<file path="config.mk">
export PLATFORM = sky130hd
export DESIGN_NAME = mem_bus_master
export DESIGN_NICKNAME = d
export VERILOG_FILES = /design/src/rtl/mem_bus_master.sv
export SDC_FILE = /design/constraint.sdc
export NUM_CORES = 1
export LEC_CHECK = 0
export ABC_AREA = 1
export BUFFER_PORTS_ARGS = -buffer_cell sky130_fd_sc_hd__buf_2
export CAP_MARGIN = 40
export CORE_MARGIN = 3
export CORE_UTILIZATION = 50
export CTS_CLUSTER_SIZE = 12
export DETAILED_ROUTE_END_ITERATION = 16
export GPL_ROUTABILITY_DRIVEN = 0
export GPL_TIMING_DRIVEN = 0
export PLACE_DENSITY = 0.74
export SLEW_MARGIN = 25
export SYNTH_ARGS = -nofsm -noshare
export SYNTH_HDL_FRONTEND = slang
export SYNTH_SLANG_ARGS = --single-unit
</file>
<file path="constraint.sdc">
create_clock -name clk -period 2.5 [get_ports clk]
set_input_delay 0.25 -clock clk [delete_from_list [all_inputs] [get_ports clk]]
set_output_delay 0.25 -clock clk [all_outputs]
set_load 0.05 [all_outputs]
</file>
<file path="src/rtl/mem_bus_master.sv">
// ============================================================================
// mem_bus_master : command-FIFO fed, single-outstanding memory bus master
// Rev 1.0
// ============================================================================
`default_nettype none

module mem_bus_master #(
  parameter int          FIFO_DEPTH = 4,
  parameter logic [15:0] BASE_ADDR  = 16'h0010,
  parameter int          NUM_WORDS  = 10
) (
  input  logic        clk,
  input  logic        reset_n,
  input  logic        cmd_valid,
  output logic        cmd_ready,
  input  logic        cmd_op,
  input  logic [15:0] cmd_addr,
  input  logic [15:0] cmd_wdata,
  output logic        bus_valid,
  output logic        bus_op,
  output logic [15:0] bus_addr,
  output logic [15:0] bus_wr_data,
  input  logic [15:0] bus_rd_data,
  output logic        rsp_valid,
  input  logic        rsp_ready,
  output logic [15:0] rsp_data,
  output logic [15:0] rsp_addr,
  output logic        rsp_err,
  output logic [15:0] wr_cnt,
  output logic [15:0] rd_cnt,
  output logic        busy
);

  localparam int            c_aw        = $clog2(FIFO_DEPTH);
  localparam logic [c_aw:0] c_full_cnt  = (c_aw + 1)'(FIFO_DEPTH);
  localparam logic [c_aw:0] c_cnt_one   = (c_aw + 1)'(1);
  localparam logic [c_aw-1:0] c_ptr_one = c_aw'(1);
  localparam logic [16:0]   c_last_addr = {1'b0, BASE_ADDR} + 17'(NUM_WORDS) - 17'd1;

  typedef enum logic [1:0] {
    IDLE    = 2'd0,
    ISSUE   = 2'd1,
    WAIT_RD = 2'd2,
    RESP    = 2'd3
  } state_t;

  state_t            state_q;
  logic [32:0]       fifo_mem_q [FIFO_DEPTH];
  logic [c_aw-1:0]   wr_ptr_q;
  logic [c_aw-1:0]   rd_ptr_q;
  logic [c_aw:0]     count_q;
  logic              bus_valid_q;
  logic              bus_op_q;
  logic [15:0]       bus_addr_q;
  logic [15:0]       bus_wr_data_q;
  logic              rsp_valid_q;
  logic [15:0]       rsp_data_q;
  logic [15:0]       rsp_addr_q;
  logic              rsp_err_q;
  logic [15:0]       wr_cnt_q;
  logic [15:0]       rd_cnt_q;
  logic [15:0]       iss_addr_q;
  logic              iss_oor_q;

  logic              push;
  logic              pop;
  logic              head_op;
  logic [15:0]       head_addr;
  logic [15:0]       head_wdata;
  logic              head_oor;

  assign cmd_ready = (count_q != c_full_cnt);
  assign push      = cmd_valid && cmd_ready;
  assign pop       = (state_q == IDLE) && (count_q != '0);
  assign {head_op, head_addr, head_wdata} = fifo_mem_q[rd_ptr_q];
  // Range test in 17 bits so a map ending at 16'hFFFF cannot wrap.
  assign head_oor  = ({1'b0, head_addr} < {1'b0, BASE_ADDR}) ||
                     ({1'b0, head_addr} > c_last_addr);

  always_ff @(posedge clk) begin
    if (push) begin
      fifo_mem_q[wr_ptr_q] <= {cmd_op, cmd_addr, cmd_wdata};
    end
  end

  always_ff @(posedge clk) begin
    if (!reset_n) begin
      state_q       <= IDLE;
      wr_ptr_q      <= '0;
      rd_ptr_q      <= '0;
      count_q       <= '0;
      bus_valid_q   <= 1'b0;
      bus_op_q      <= 1'b0;
      bus_addr_q    <= 16'h0;
      bus_wr_data_q <= 16'h0;
      rsp_valid_q   <= 1'b0;
      rsp_data_q    <= 16'h0;
      rsp_addr_q    <= 16'h0;
      rsp_err_q     <= 1'b0;
      wr_cnt_q      <= 16'h0;
      rd_cnt_q      <= 16'h0;
      iss_addr_q    <= 16'h0;
      iss_oor_q     <= 1'b0;
    end else begin
      if (push) wr_ptr_q <= wr_ptr_q + c_ptr_one;
      if (pop)  rd_ptr_q <= rd_ptr_q + c_ptr_one;
      case ({push, pop})
        2'b10:   count_q <= count_q + c_cnt_one;
        2'b01:   count_q <= count_q - c_cnt_one;
        default: count_q <= count_q;
      endcase

      case (state_q)
        IDLE: begin
          if (pop) begin
            bus_valid_q   <= 1'b1;
            bus_op_q      <= head_op;
            bus_addr_q    <= head_addr;
            bus_wr_data_q <= head_op ? head_wdata : 16'h0;
            iss_addr_q    <= head_addr;
            iss_oor_q     <= head_oor;
            state_q       <= ISSUE;
          end
        end
        ISSUE: begin
          bus_valid_q   <= 1'b0;
          bus_op_q      <= 1'b0;
          bus_addr_q    <= 16'h0;
          bus_wr_data_q <= 16'h0;
          if (bus_op_q) begin
            wr_cnt_q <= wr_cnt_q + 16'd1;
            state_q  <= IDLE;
          end else begin
            state_q  <= WAIT_RD;
          end
        end
        WAIT_RD: begin
          // Memory registers read data one cycle after the strobe.
          rsp_data_q  <= bus_rd_data;
          rsp_addr_q  <= iss_addr_q;
          rsp_err_q   <= iss_oor_q;
          rsp_valid_q <= 1'b1;
          state_q     <= RESP;
        end
        RESP: begin
          if (rsp_ready) begin
            rsp_valid_q <= 1'b0;
            rd_cnt_q    <= rd_cnt_q + 16'd1;
            state_q     <= IDLE;
          end
        end
        default: state_q <= IDLE;
      endcase
    end
  end

  assign bus_valid   = bus_valid_q;
  assign bus_op      = bus_op_q;
  assign bus_addr    = bus_addr_q;
  assign bus_wr_data = bus_wr_data_q;
  assign rsp_valid   = rsp_valid_q;
  assign rsp_data    = rsp_data_q;
  assign rsp_addr    = rsp_addr_q;
  assign rsp_err     = rsp_err_q;
  assign wr_cnt      = wr_cnt_q;
  assign rd_cnt      = rd_cnt_q;
  assign busy        = (count_q != '0) || (state_q != IDLE);

endmodule

`default_nettype wire

</file>
==> flow_metrics.tcl, run 1 <==
set metrics [dict create \
    worst_slack_ns 0.2078 \
    hp-class "primary input to flip-flop" \
    worstPathCellList "inv_1 -> nand3_1 -> nand2_1 -> ha_1 -> inv_1 -> fa_1 -> a21oi_1 -> o21ai_0 -> o21ai_0 -> a21oi_1" \
    syn2layout_area_growth_pct 25.27 \
    ys_warn_count 0 \
    dpl_worst_slack_ns 0.2265 \
    synth_edf_count 132 \
    cts_buffers 27 \
    cts_buffer_depth 3 \
    nets 1318 \
    cts_tree "done" \
    ant_nets 0 \
    synthArstFlopShare_pct 0 \
    gr-total-overflow 0 \
    diodes 0 \
    antenna_found_initial 0 \
    grt_pass1_vias 7542 \
    drive_gt1_share_pct 20.30 \
    setup_viol 0 \
    post-route-util_pct 64.34 \
    fin_tns_setup_ns 0 \
    dieArea_mm2 0.02193 \
    num_vias 7965 \
    drt-total-wl_um 24870 \
    most-common-layout-cells "nand2_1, buf_2, nor2_1" \
    ys_ff_latch 260 \
    p_leak_nw 5.120 \
    max_freq_ghz 0.4363 \
    cpLargestDelayFamily "adder cells" \
    slew_headroom_pct 51.45 \
    rsz0062_at_grt "no" \
    grt_pass1_wl_um 38720 \
    fillers 1622 \
    syn_inst 1020 \
    die_w_um 148.1 \
    start_util_pct 51.36 \
    syn_area_per_cell_um2 9.897 \
    path_class "flip-flop to flip-flop" \
    core_area_mm2 0.01965 \
    finClkSkew_ns 0.01459 \
    cp_max_fo 9 \
    ios 155 \
    clock_sinks 260 \
    hold_violations 0 \
    worst-path-buf-inv 2 \
    crit_slowest_cell "nand2_1" \
    hpwlAfterDp_um 16780 \
    status "finished clean" \
    die_h_um 148.1 \
    clkTransAtPathRegs_ns 0.06 \
    max_stage_delay_ns 0.43 \
    synth_flop_cell "edfxtp_1" \
    critPathCaptureType "flip-flop" \
    ir_drop_uv 517.3 \
    layout_min_cycle_time_ns 2.292 \
    wl_per_cell_um 16.14 \
    clock-root-buffer "clkbuf_16" \
    synth_seq_area_share_pct 64.65 \
    finalCritPeriodShare_pct 91.69 \
    track_usage_pct 22.04 \
    grt_max_degree 23 \
    dp_cells 1443 \
    yosysUniqueCellTypes 41 \
    final_common_cell "nand2_1" \
    r2r_slack_ns 0.21 \
    synth_area_mm2 0.01009 \
    power.density_mw_per_mm2 1168 \
    cp-start-kind "flip-flop" \
    cts_post_setup_buffers_inserted 0 \
    drv_cap 0 \
    finalMaxSlewViolations 0 \
    htreeDepth 1 \
    worstMarginPinSlew_ns 0.7282 \
    num_rows 51 \
    io_buffers 154 \
    required_ns 2.91 \
    synth_nets 1081 \
    clock_latency_ns 0.53 \
    dr.first_iter.drc_count 544 \
    route.detailed.drc 0 \
    firstDrtPassIters 5 \
    fin_cells 1541 \
    viasPerCell 5.169 \
    hold_ws_ns 0.08097 \
    cp.arrival_ns 2.70 \
]
[synth_stat cells (2+ instances only)]
cell,instances,area (um^2)
a21oi_1,75,375.4
a21oi_2,9,78.83
and3_1,2,12.51
buf_1,4,15.01
buf_2,14,70.07
buf_4,7,52.55
buf_6,5,56.30
clkbuf_1,17,63.81
dfxtp_1,128,2562
edfxtp_1,132,3964
ha_1,7,87.58
inv_1,48,180.2
inv_2,7,26.28
nand2_1,207,777.0
nand2_2,2,12.51
nand3_1,54,270.3
nand3_2,2,20.02
nand4_1,6,37.54
nor2_1,148,555.5
nor2_2,3,18.77
nor2_4,5,56.30
nor3_1,6,30.03
o211ai_1,2,15.01
o21ai_0,90,450.4
o21ai_1,4,20.02
o22ai_1,17,106.4
or2_2,2,12.51
xnor2_1,2,17.52
xor2_1,3,26.28
[cells by family after synthesis]
logic type | Yosys count | synth area share, %
buf+inv | 104 | 4.685
compound gates | 201 | 10.76
fa+ha+maj | 8 | 1.066
simple gates | 442 | 18.41
flops | 260 | 64.65
xor+xnor | 5 | 0.4339
[power breakdown]
part	internal (mW)	total, mW	switching [mW]	leakage (nW)
clock network	2.19	3.73	1.53	0.404
registers	5.32	5.74	0.423	2.25
logic	1.39	5.30	3.92	2.46
total	8.90	14.8	5.87	5.12
[tightest hold or removal path, delay by kind of cell]
family,cells,cell delay (ns)
buffers and inverters,2,0.25
AOI/OAI and AO/OA,1,0.06
[final timing paths]
kind,start,end,cells past startpoint
worst max-delay path,count_q[0],count_q[2],10
worst min-delay path,reset_n,flip-flop,3
worst max register to register,count_q[0],count_q[2],10
worst min register to register,count_q[0],count_q[0],1
[layout make-up]
class	instances	area [um^2]	share of cell area [%]
inverters	56	210.2	1.662
well taps	265	331.6	2.622
multi-input cells	656	3126	24.72
clock buffers	41	762.0	6.026
clock inverters	7	61.31	0.4848
flip-flops and latches	260	6526	51.61
plain buffers	48	262.8	2.078
repair buffers	208	1366	10.80
[sequential cells by signal, indices dropped and copies added (netlist names), 2 cells and up, named ones only]
signal       cells
rd_ptr_q         2
iss_addr_q      16
wr_cnt          16
rsp_addr        16
count_q          3
bus_wr_data     16
rd_cnt          16
bus_addr        16
rsp_data        16
wr_ptr_q         2
fifo_mem_q     132
[metrics by stage]
step,cell area (um^2),power [mW]
after floorplan,10090,9.499
after global placement,11200,10.89
after detailed placement,11320,11.03
after CTS,12650,14.82
after global routing,12650,15.52
final,12650,14.77
[routing by layer]
metal | global-route usage (%) | wire (um)
met1 | 29.60 | 10500
met2 | 37.59 | 12180
met3 | 3.199 | 1716
met4 | 6.467 | 478
met5 | 0 | 0
[repair_timing]
action,CTS,global route
endpoints found under the hold margin,149,0
resized for setup,0,0
hold buffers,50,0
Note: power is estimated with default switching activity, not from simulation.
==> run 2: changes to the inputs <==
--- a/config.mk
+++ b/config.mk
@@ -5,7 +5,6 @@
 export SDC_FILE = /design/constraint.sdc
 export NUM_CORES = 1
 export LEC_CHECK = 0
-export ABC_AREA = 1
 export BUFFER_PORTS_ARGS = -buffer_cell sky130_fd_sc_hd__buf_2
 export CAP_MARGIN = 40
 export CORE_MARGIN = 3
@@ -14,7 +13,7 @@
 export DETAILED_ROUTE_END_ITERATION = 16
 export GPL_ROUTABILITY_DRIVEN = 0
 export GPL_TIMING_DRIVEN = 0
-export PLACE_DENSITY = 0.74
+export PLACE_DENSITY = 0.75
 export SLEW_MARGIN = 25
 export SYNTH_ARGS = -nofsm -noshare
 export SYNTH_HDL_FRONTEND = slang
==> flow_metrics.tcl, run 2 <==
set metrics [dict create \
    status "finished clean" \
    ir_drop_uv 770.9 \
    drive_gt1_share_pct 24.77 \
    cts_buffers 26 \
    io_buffers 154 \
    cts_post_setup_buffers_inserted 0 \
    most-common-layout-cells "buf_2, edfxtp_1, nand2_1, dfxtp_1, a21oi_1" \
    synth_nets 802 \
    ff2ff_path_depth 10 \
    worstMarginPinSlew_ns 0.7467 \
    setup_viol 0 \
    worstPathCellList "nor2_4 -> nand2_2 -> inv_4 -> buf_4 -> ha_1 -> inv_1 -> fa_1 -> xor2_1 -> or3_1 -> a21oi_1" \
    synth_area_mm2 0.009610 \
    synth.area.top_cells "edfxtp_1, dfxtp_1, mux4_2" \
    required_ns 2.93 \
    cp.depth 10 \
    start_util_pct 51.21 \
    die_w_um 144.6 \
    nets 1034 \
    antenna_found_initial 1 \
    max_freq_ghz 0.4236 \
    crit_slowest_cell "dfxtp_2" \
    syn_area_per_cell_um2 12.97 \
    finalMaxSlewViolations 0 \
    clkTransAtPathRegs_ns 0.06 \
    synth_common_cells "edfxtp_1, dfxtp_1, nand2_1, a21oi_1, nor2_1" \
    cp-start-kind "flip-flop" \
    drv_cap 0 \
    ys_warn_count 0 \
    clock-root-buffer "clkbuf_16" \
    final_common_cell "buf_2" \
    cpLargestDelayFamily "simple AND/OR/NAND/NOR gates" \
    critPathCaptureType "flip-flop" \
    ant_nets 0 \
    hold_violations 0 \
    htreeDepth 1 \
    ios 155 \
    synthArstFlopShare_pct 0 \
    fin_cells 1224 \
    firstDrtPassIters 5 \
    drt-total-wl_um 21350 \
    hp-class "primary input to flip-flop" \
    largest_register "fifo_mem_q" \
    worst-path-buf-inv 3 \
    max_stage_delay_ns 0.38 \
    hold_path_depth 2 \
    synth_flop_cell "edfxtp_1" \
    hpwlAfterDp_um 14400 \
    cp.arrival_ns 2.79 \
    die_h_um 144.6 \
    clock_sinks 260 \
    num_rows 50 \
    finClkSkew_ns 0.007911 \
    route.detailed.drc 0 \
    gr-total-overflow 0 \
    hold_ws_ns 0.02470 \
    grt_pass1_wl_um 33410 \
    cp_max_fo 12 \
    syn_inst 741 \
    cts_buffer_depth 3 \
    synth_edf_count 132 \
    synth.top_cell.area_share_pct 41.24 \
    layout_min_cycle_time_ns 2.361 \
    grt_pass1_vias 6356 \
    wl_per_cell_um 17.45 \
    finalCritPeriodShare_pct 94.42 \
    viasPerCell 5.346 \
    core_area_mm2 0.01877 \
    dr.first_iter.drc_count 420 \
    largest_reg_flops 132 \
    grt_max_degree 21 \
    p_leak_nw 4.554 \
    yosysUniqueCellTypes 44 \
    min_from "reset_n" \
    path_class "flip-flop to flip-flop" \
    yosysMostFrequentCell "edfxtp_1" \
    cts_tree "done" \
    fillers 1413 \
    track_usage_pct 20.29 \
    slew_headroom_pct 50.12 \
    power.density_mw_per_mm2 1098 \
    dieArea_mm2 0.02092 \
    synth_seq_area_share_pct 67.91 \
    yosysTopAreaCell "edfxtp_1" \
    syn2layout_area_growth_pct 25.96 \
    ys_ff_latch 260 \
    num_vias 6543 \
    clock_latency_ns 0.51 \
    dp_cells 1133 \
]
==> run 2: where the power goes <==
group	switching, mW	total, mW	internal (mW)
clock network	1.49	3.69	2.20
logic	2.77	4.04	1.28
registers	0.377	5.56	5.18
==> run 2: path summary, 6_finish.rpt <==
check,end,slack [ns]
max,count_q[2],0.14
min,bus_valid,0.02
max reg2reg,count_q[2],0.14
min reg2reg,rsp_data[12],0.45
==> run 2: area by class of cell <==
type	instances	area (um^2)	share of cell area, %
inverters	11	43.79	0.3618
plain buffers	40	190.2	1.571
clock inverters	1	30.03	0.2481
well taps	234	292.8	2.419
multi-input cells	427	2867	23.68
repair buffers	207	1371	11.33
flip-flops and latches	260	6531	53.95
clock buffers	43	777.0	6.419
diodes	1	2.502	0.02067
==> run 2: repair_timing <==
item                                    in CTS  in global routing
endpoints found under the setup margin       2                  1
endpoints found under the hold margin      148                  0
hold buffers                                49                  0
pin swaps                                    1                  0
resized for setup                            6                  5
==> run 2: through the flow <==
stage | area (um^2) | setup WS [ns] | setup TNS (ns) | total power [mW] | utilization, %
2_1_floorplan | 9613 | 0.05134 | 0 | 8.424 | -
4_1_cts | 12090 | 0.07865 | 0 | 13.34 | 64.43
3_5_place_dp | 10790 | -0.4040 | -0.5712 | 9.557 | 57.50
5_1_grt | 12110 | -0.0007645 | -0.0007645 | 13.99 | 64.50
6_report | 12110 | 0.1395 | 0 | 13.30 | 64.50
3_3_place_gp | 10680 | -0.3448 | -0.4814 | 9.423 | 56.89
==> run 2: kinds of logic after synthesis <==
group | count (synthesis) | share of synthesized area, %
AOI/OAI and AO/OA | 120 | 7.017
xor gates and xnor gates | 22 | 2.005
adders and majority gates | 8 | 1.120
buffers and inverters | 54 | 2.500
DFF | 260 | 67.91
muxes | 34 | 8.072
and+or+nand+nor | 243 | 11.38
==> run 2: per-layer routing <==
layer / vias to the layer above / GRT usage, % / part of all wire, %
li1: 3170 / - / -
met1: 3114 / 26.93 / 42
met2: 216 / 34.60 / 49
met3: 43 / 3.935 / 6.3
met4: 0 / 5.204 / 2.2
met5: - / 0 / 0
